## src/rtl/usr_pkg.sv

```systemverilog
// Shared types for the universal shift register sequencer: operation codes and
// sequencer states.
package usr_pkg;

  typedef logic [2:0] mode_t;

  localparam mode_t HOLD = 3'd0;
  localparam mode_t SHR  = 3'd1;
  localparam mode_t SHL  = 3'd2;
  localparam mode_t LOAD = 3'd3;
  localparam mode_t ROR  = 3'd4;
  localparam mode_t ROL  = 3'd5;
  localparam mode_t ASR  = 3'd6;
  localparam mode_t CLR  = 3'd7;

  typedef enum logic {
    IDLE = 1'b0,
    RUN  = 1'b1
  } state_t;

endpackage

```

## src/rtl/usr_step.sv

```systemverilog
// One combinational step of the universal shift register: computes next_q
// from the current contents, the operation code and live serial/parallel inputs.
module usr_step
  import usr_pkg::*;
#(
  parameter int unsigned WIDTH = 8
) (
  input  logic [WIDTH-1:0] q,
  input  mode_t            mode,
  input  logic [WIDTH-1:0] pload,
  input  logic             ser_msb_in,
  input  logic             ser_lsb_in,
  output logic [WIDTH-1:0] next_q
);

  always_comb begin
    next_q = q;
    case (mode)
      HOLD: next_q = q;
      SHR:  next_q = {ser_msb_in, q[WIDTH-1:1]};
      SHL:  next_q = {q[WIDTH-2:0], ser_lsb_in};
      LOAD: next_q = pload;
      ROR:  next_q = {q[0], q[WIDTH-1:1]};
      ROL:  next_q = {q[WIDTH-2:0], q[WIDTH-1]};
      ASR:  next_q = {q[WIDTH-1], q[WIDTH-1:1]};
      CLR:  next_q = '0;
      default: next_q = q;
    endcase
  end

endmodule

```

## src/rtl/usr_seq.sv

```systemverilog
// Parametrised universal shift register with a multi-step sequencer: in IDLE
// the mode is applied every edge; a start pulse replays a latched op N times.
module usr_seq
  import usr_pkg::*;
#(
  parameter int unsigned WIDTH = 8,
  parameter int unsigned AW    = $clog2(WIDTH + 1)
) (
  input  logic             clk,
  input  logic             rst_n,
  input  logic [2:0]       mode,
  input  logic [WIDTH-1:0] pload,
  input  logic             ser_msb_in,
  input  logic             ser_lsb_in,
  input  logic             start,
  input  logic [AW-1:0]    amount,
  output logic [WIDTH-1:0] q,
  output logic             ser_msb_out,
  output logic             ser_lsb_out,
  output logic             busy,
  output logic             done
);

  state_t           state_q, state_d;
  mode_t            op_q, op_d;
  logic [AW-1:0]    count_q, count_d;
  logic [WIDTH-1:0] q_q, q_d;
  logic             busy_q, busy_d;
  logic             done_q, done_d;

  mode_t            step_mode;
  logic [WIDTH-1:0] step_q;

  // The single step datapath is shared: live mode in IDLE, latched op in RUN.
  assign step_mode = (state_q == RUN) ? op_q : mode_t'(mode);

  usr_step #(.WIDTH(WIDTH)) u_step (
    .q          (q_q),
    .mode       (step_mode),
    .pload      (pload),
    .ser_msb_in (ser_msb_in),
    .ser_lsb_in (ser_lsb_in),
    .next_q     (step_q)
  );

  always_ff @(posedge clk or negedge rst_n) begin
    if (!rst_n) begin
      state_q <= IDLE;
      op_q    <= HOLD;
      count_q <= '0;
      q_q     <= '0;
      busy_q  <= 1'b0;
      done_q  <= 1'b0;
    end else begin
      state_q <= state_d;
      op_q    <= op_d;
      count_q <= count_d;
      q_q     <= q_d;
      busy_q  <= busy_d;
      done_q  <= done_d;
    end
  end

  always_comb begin
    state_d = state_q;
    op_d    = op_q;
    count_d = count_q;
    q_d     = q_q;
    done_d  = 1'b0;
    case (state_q)
      IDLE: begin
        if (start) begin
          // Launch edge only latches the op and count; q is untouched here.
          op_d    = mode_t'(mode);
          count_d = amount;
          if (amount != '0) begin
            state_d = RUN;
          end else begin
            done_d = 1'b1;
          end
        end else begin
          q_d = step_q;
        end
      end
      RUN: begin
        q_d     = step_q;
        count_d = count_q - AW'(1);
        if (count_q == AW'(1)) begin
          state_d = IDLE;
          done_d  = 1'b1;
        end
      end
      default: state_d = IDLE;
    endcase
    busy_d = (state_d == RUN);
  end

  assign q           = q_q;
  assign busy        = busy_q;
  assign done        = done_q;
  assign ser_msb_out = q_q[WIDTH-1];
  assign ser_lsb_out = q_q[0];

endmodule

```

## config.mk

```make
export PLATFORM = sky130hd
export DESIGN_NAME = usr_seq
export DESIGN_NICKNAME = d
export VERILOG_FILES = /design/src/rtl/usr_pkg.sv /design/src/rtl/usr_step.sv /design/src/rtl/usr_seq.sv
export SDC_FILE = /design/constraint.sdc
export NUM_CORES = 1
export LEC_CHECK = 0
export CAP_MARGIN = 5
export CORE_ASPECT_RATIO = 1.75
export CORE_MARGIN = 5
export CORE_UTILIZATION = 45
export DETAILED_ROUTE_END_ITERATION = 8
export PLACE_DENSITY = 0.8
export SETUP_SLACK_MARGIN = 0.2
export SLEW_MARGIN = 20
export SYNTH_ARGS = -nofsm -noshare
export SYNTH_HDL_FRONTEND = slang
export SYNTH_SLANG_ARGS = --single-unit
```

## constraint.sdc

```tcl
create_clock -name clk -period 3.39 [get_ports clk]
set_input_delay 0.678 -clock clk [delete_from_list [all_inputs] [get_ports clk]]
set_output_delay 0.678 -clock clk [all_outputs]
set_load 0.01 [all_outputs]
```

# == After elaboration in Yosys (flattened, before gate mapping) ==
# Cells that the tools add are included.
# op_classes
eq_ne,10
addsub,1
reduce_logical,3
n_mux,14
n_bitwise,1
# op_table
op,n
$pmux 8 s8,1
$pmux 8 s2,1
$eq 3x3->1 const B,4
$mux 8,1
$pmux 4 s2,1
$eq 3x2->1 const B,2
$mux 1,6
$eq 4x1->1 const B,1
$mux 4,1
$ne 2x2->1 const B,2
$pmux 1 s2,2
$reduce_bool 4->1,1
$sub 4x1->4 const B,1
$eq 3x1->1 const B,1
$logic_not 3->1,1
$mux 3,1
$reduce_and 2->1,1
$not 1->1,1
# word_totals
regBits,17
output_inout_bits,12
in_bits,20
wordCells,34

# == Logic depth before layout (Yosys ltp) ==
# logic_depth
ltp_word,5
mapped_depth,7
mapped_depth_nobuf,5

# == Hierarchy ==
# Synthesis repeated with hierarchy kept, for this count alone.
# unflattened
cells_unflattened,152
hier_area_um2,1268.7
# modules_own_cells
module,seq_area_each_um2,n_inst,area_per_inst_um2,cells_per_inst
usr_seq,425.4,1,785.8,84
usr_step,0.0,1,483.0,68

# == Worst setup path after synthesis ==
# OpenSTA, ideal clock, no wires.
# synth_timing
path_kind,input to register
from,in start
to,"reg q_q[6], in the netlist q[6]"
required_time_ns,3.260
arrival_ns,1.643
setup_ns,0.130
n_path_buf,2
path_slack_ns,1.617
cell_stages,6
path_cell_list,clkbuf_1 nor2b_1 a31oi_2 buf_2 nor2_1 a31oi_1
# synth_via
elab_chain_len,1
# synth_lines
element,line,text
start: declaration,usr_seq.sv:15,"input logic start,"
$ne 2x2->1 (no source line),--,
end signal: assignment,usr_seq.sv:58,q_q <= q_d;
end: declaration,usr_seq.sv:27,"logic [WIDTH-1:0] q_q, q_d;"
# No other way between the ends.
# A chain may end at the register's enable or synchronous reset.

# == Worst setup path in the final report ==
# layout_timing
from,"reg busy_q, in the netlist busy"
to,out busy
# layout_rtl
element,line,text
start: declaration,usr_seq.sv:28,"logic busy_q, busy_d;"
start signal: assignment,usr_seq.sv:59,busy_q <= busy_d;
end: declaration,usr_seq.sv:20,"output logic busy,"
# No word-level cell between the ends.

==> summary.txt <==
Cells and area
  – Final instance area: 0.001440 mm2
  – Layout Cells excl Fill: 170
  – Inserted Diodes: 0
  – Layout area overhead: 31.84%
  – Share of cells above drive strength 1: 10.34%
  – Fill cell count: 205
  – Final #Nets: 168

STA
  – Slew @ Worst Pin: 0.7905 ns
  – Setup repair after global routing missed its margin: false
  – Rel. slew slack: 47.13%
  – TNS Setup: 0 ns
  – Pins Over Slew Limit: 0
  – Hold Vio Cnt, Final: 0
  – Clk_skew: 0.002760 ns
  – Period utilization: 71.77%
  – Max frequency: 411.0 MHz
  – Fin crit period: 2.433 ns
  – Final setup viols: 0

Clocking
  – Post-CTS Resized: 0
  – Setup bufs post-CTS: 0
  – Post-CTS Hold Buffers: 0
  – Clock Sinks: 17
  – CTS tree: built
  – Num CTS Buffers: 3
  – Clock slew at reported path FFs: 0.07 ns
  – Worst-Skew Late Latency: 0.26 ns
  – Maximum buffer depth of the clock tree: 2
  – Root Driver: clkbuf_8
  – H-tree Lvls: 1

Pwr
  – Clk pwr share: 11.1%
  – P per Cell Area: 986.6 mW/mm2
  – Internal Pwr Total: 0.8085 mW
  – Sw Ratio: 43.10%
  – P_sw: 0.6124 mW
  – Gate power share: 57.7%
  – Leak: 0.5825 nW
  – Worst vdd ir: 464.9 uV
  – Sequential Power Share: 31.2%

Run
  – Number of max-cap violations: 0

Critical path
  – FF-to-FF path depth: 4
  – Reg2reg setup slack: 1.25 ns
  – CP cell instances: clkdlybuf4s50_1
  – CP Capture Type: output pin
  – WP buf/inv: 1
  – Critical path launch point type: flop
  – Critical path type: reg -> out
  – WP depth: 1
  – Crit path max-delay family: flip-flops
  – Top fanout value on the critical path: 17
  – Critical-path top delay cell: dfrtp_1
  – CP max stage delay: 0.82 ns
  – Worst Path Required: 2.71 ns
  – Worst R2R End: q[0]
  – WP data arrival: 1.76 ns
  – Worst reg2reg path startpoint: busy

GRT
  – Vias in the first global route: 1053
  – Largest net degree at the start of global routing: 18
  – First-pass GRT wire length: 4422 um
  – Tot GR Track Use: 16.82%
  – GR Overflow Total: 0
  – Initial antenna violation count: 0

Run status
  – Status: finished clean

Route
  – Drt total wl: 2752 um
  – Routed length per instance: 16.19 um
  – DR iter-0 viols: 46
  – Drt first pass iters: 4
  – DR DRC count: 0
  – DRT antenna net count: 0
  – Vias per cell: 6.024
  – Vias: 1024

Placement
  – Final GP Congestion: 0.9400
  – Placed instance count: 166
  – # port buffers: 31
  – Cell Area, Placed: 0.001391 mm2
  – Final HPWL DP: 2139 um

Logic synthesis
  – Netlist cell types: 30
  – Post-Synth Simple-Gate Area: 17.30%
  – Sequential element share of the synthesized area: 38.95%
  – XOR/XNOR Fraction of Synth Area: 2.405%
  – Seq cells post-synth: 17
  – Ys Warns: 0
  – Main combinational cell family by area after synthesis: compound AO/OA/AOI/OAI gates
  – Syn_area_per_cell: 9.416 um2
  – Mux contribution to synthesized area: 10.42%
  – Synthesized instance count: 116
  – Syn_nets: 138
  – Adder-Cell Fraction of Synth Area: 2.291%
  – Synthesized cell area: 0.001092 mm2
  – Synth Area in Compound Gates: 23.37%

Floorplan
  – Die Y: 75.18 um
  – Initial core utilization: 47.45%
  – Row count: 23
  – Die footprint: 0.003552 mm2
  – Die span in x: 47.25 um
  – Ports: 32
  – Core footprint: 0.002302 mm2

Hold path
  – Hold crit path type: reg -> reg
  – Hold path startpoint: count_q[0]
  – Hold EP: count_q[0]
  – WHS Path Cells: 1
==> sequential cells by signal, summed over array words and instances (netlist names) <==
register,cells
op_q,3
count_q,4
busy,1
q,8
done,1
==> logic make-up (layout without fill, tap and decap cells) <==
kind of cell | Yosys count | after routing
AND/OR/NAND/NOR | 39 | 39
AO/OA/AOI/OAI | 38 | 38
flip-flops | 17 | 17
buffers and inverters | 10 | 39
multiplexers | 7 | 7
XOR/XNOR | 3 | 3
adder cells (fa/ha/maj) | 2 | 2
==> how the worst max path moves through the flow <==
stage,startpoint,endpoint,slack [ns]
after detailed placement,start,q[0],0.91
after global placement,start,q[0],0.94
after global routing,busy,busy,0.89
after floorplan,start,q[6],1.62
final,busy,busy,0.96
after CTS,busy,busy,0.95
==> metal layers <==
layer	GRT usage, %	part of all wire [%]	vias to the layer above
met3	2.392	4.8	10
met1	17.84	38	493
li1	-	-	486
met2	29.70	54	35
met4	9.846	3.3	0
met5	0	0	-
==> area by class of cell <==
| class | instances | area, um2 | area share (%) |
|---|---|---|---|
| multi-input combinational | 89 | 609.3 | 42.31 |
| tap | 25 | 31.28 | 2.172 |
| timing repair buffer | 31 | 310.3 | 21.55 |
| clock inverter | 1 | 7.507 | 0.5213 |
| clock buffer | 3 | 41.29 | 2.867 |
| sequential | 17 | 425.4 | 29.54 |
| inverter | 4 | 15.01 | 1.043 |
==> through the flow <==
stage / hold WS [ns] / util [%] / total power [mW] / setup slack (ns)
6_report: 0.5197 / 62.55 / 1.421 / 0.9569
3_5_place_dp: 0.5093 / 60.43 / 1.267 / 0.9051
4_1_cts: 0.5198 / 62.55 / 1.427 / 0.9505
5_1_grt: 0.5414 / 62.55 / 1.526 / 0.8891
2_1_floorplan: 0.3824 / - / 1.009 / 1.617
3_3_place_gp: 0.4905 / 60.43 / 1.230 / 0.9412
==> worst reg2reg max path: stages (launching register included) <==
cell     delay [ns]
dfrtp_1        0.82
mux2i_2        0.51
a31oi_2        0.34
and3_1         0.24
a31oi_1        0.14
==> power groups by stage <==
stage	clock, mW	sequential, mW	combinational, mW
3_3_place_gp	0	0.438	0.792
6_report	0.158	0.443	0.820
4_1_cts	0.163	0.441	0.824
5_1_grt	0.170	0.457	0.899
3_5_place_dp	0	0.445	0.821
2_1_floorplan	0	0.420	0.589
==> cells in the mapped netlist <==
| cell | instances | area share, % |
|---|---|---|
| nand2_1 | 17 | 5.8 |
| a21oi_1 | 5 | 2.3 |
| mux2_4 | 2 | 2.7 |
| o221a_1 | 1 | 1.0 |
| inv_1 | 4 | 1.4 |
| a211oi_1 | 2 | 1.4 |
| a311oi_1 | 2 | 1.6 |
| o21ai_0 | 11 | 5.0 |
| a32o_1 | 1 | 0.92 |
| a22oi_1 | 6 | 4.1 |
| nor3_2 | 3 | 2.7 |
| buf_4 | 3 | 2.1 |
| a31oi_1 | 7 | 4.0 |
| nand4_1 | 3 | 1.7 |
| clkbuf_1 | 1 | 0.34 |
| nor4_1 | 1 | 0.57 |
| xnor2_1 | 3 | 2.4 |
| nor3_1 | 3 | 1.4 |
| buf_6 | 1 | 1.0 |
| o211a_1 | 2 | 1.8 |
| and3_1 | 1 | 0.57 |
| dfrtp_1 | 17 | 39 |
| ha_1 | 2 | 2.3 |
| a31oi_2 | 1 | 1.1 |
| mux2_2 | 1 | 1.0 |
| mux2i_2 | 2 | 2.5 |
| mux2i_4 | 2 | 4.1 |
| nor2b_1 | 3 | 1.7 |
| nor2_1 | 8 | 2.7 |
| buf_2 | 1 | 0.46 |
==> placed cells by master (no fill, tap or decap) <==
master           netlist  final
and3_1                 1      1
dfrtp_1               17     17
nor3_2                 3      3
nor4_1                 1      1
nor2_1                 8      8
a31oi_1                7      7
nand2_1               17     17
clkbuf_8               0      3
o211a_1                2      2
mux2i_4                2      2
mux2i_2                2      2
a211oi_1               2      2
a32o_1                 1      1
o221a_1                1      1
a21oi_1                5      5
mux2_2                 1      1
a311oi_1               2      2
clkdlybuf4s50_1        0     31
mux2_4                 2      2
inv_1                  4      4
a22oi_1                6      6
nor2b_1                3      3
xnor2_1                3      3
nand4_1                3      3
o21ai_0               11     11
nor3_1                 3      3
clkinvlp_4             0      1
a31oi_2                1      1
ha_1                   2      2
(Power assumes the default switching activity.)
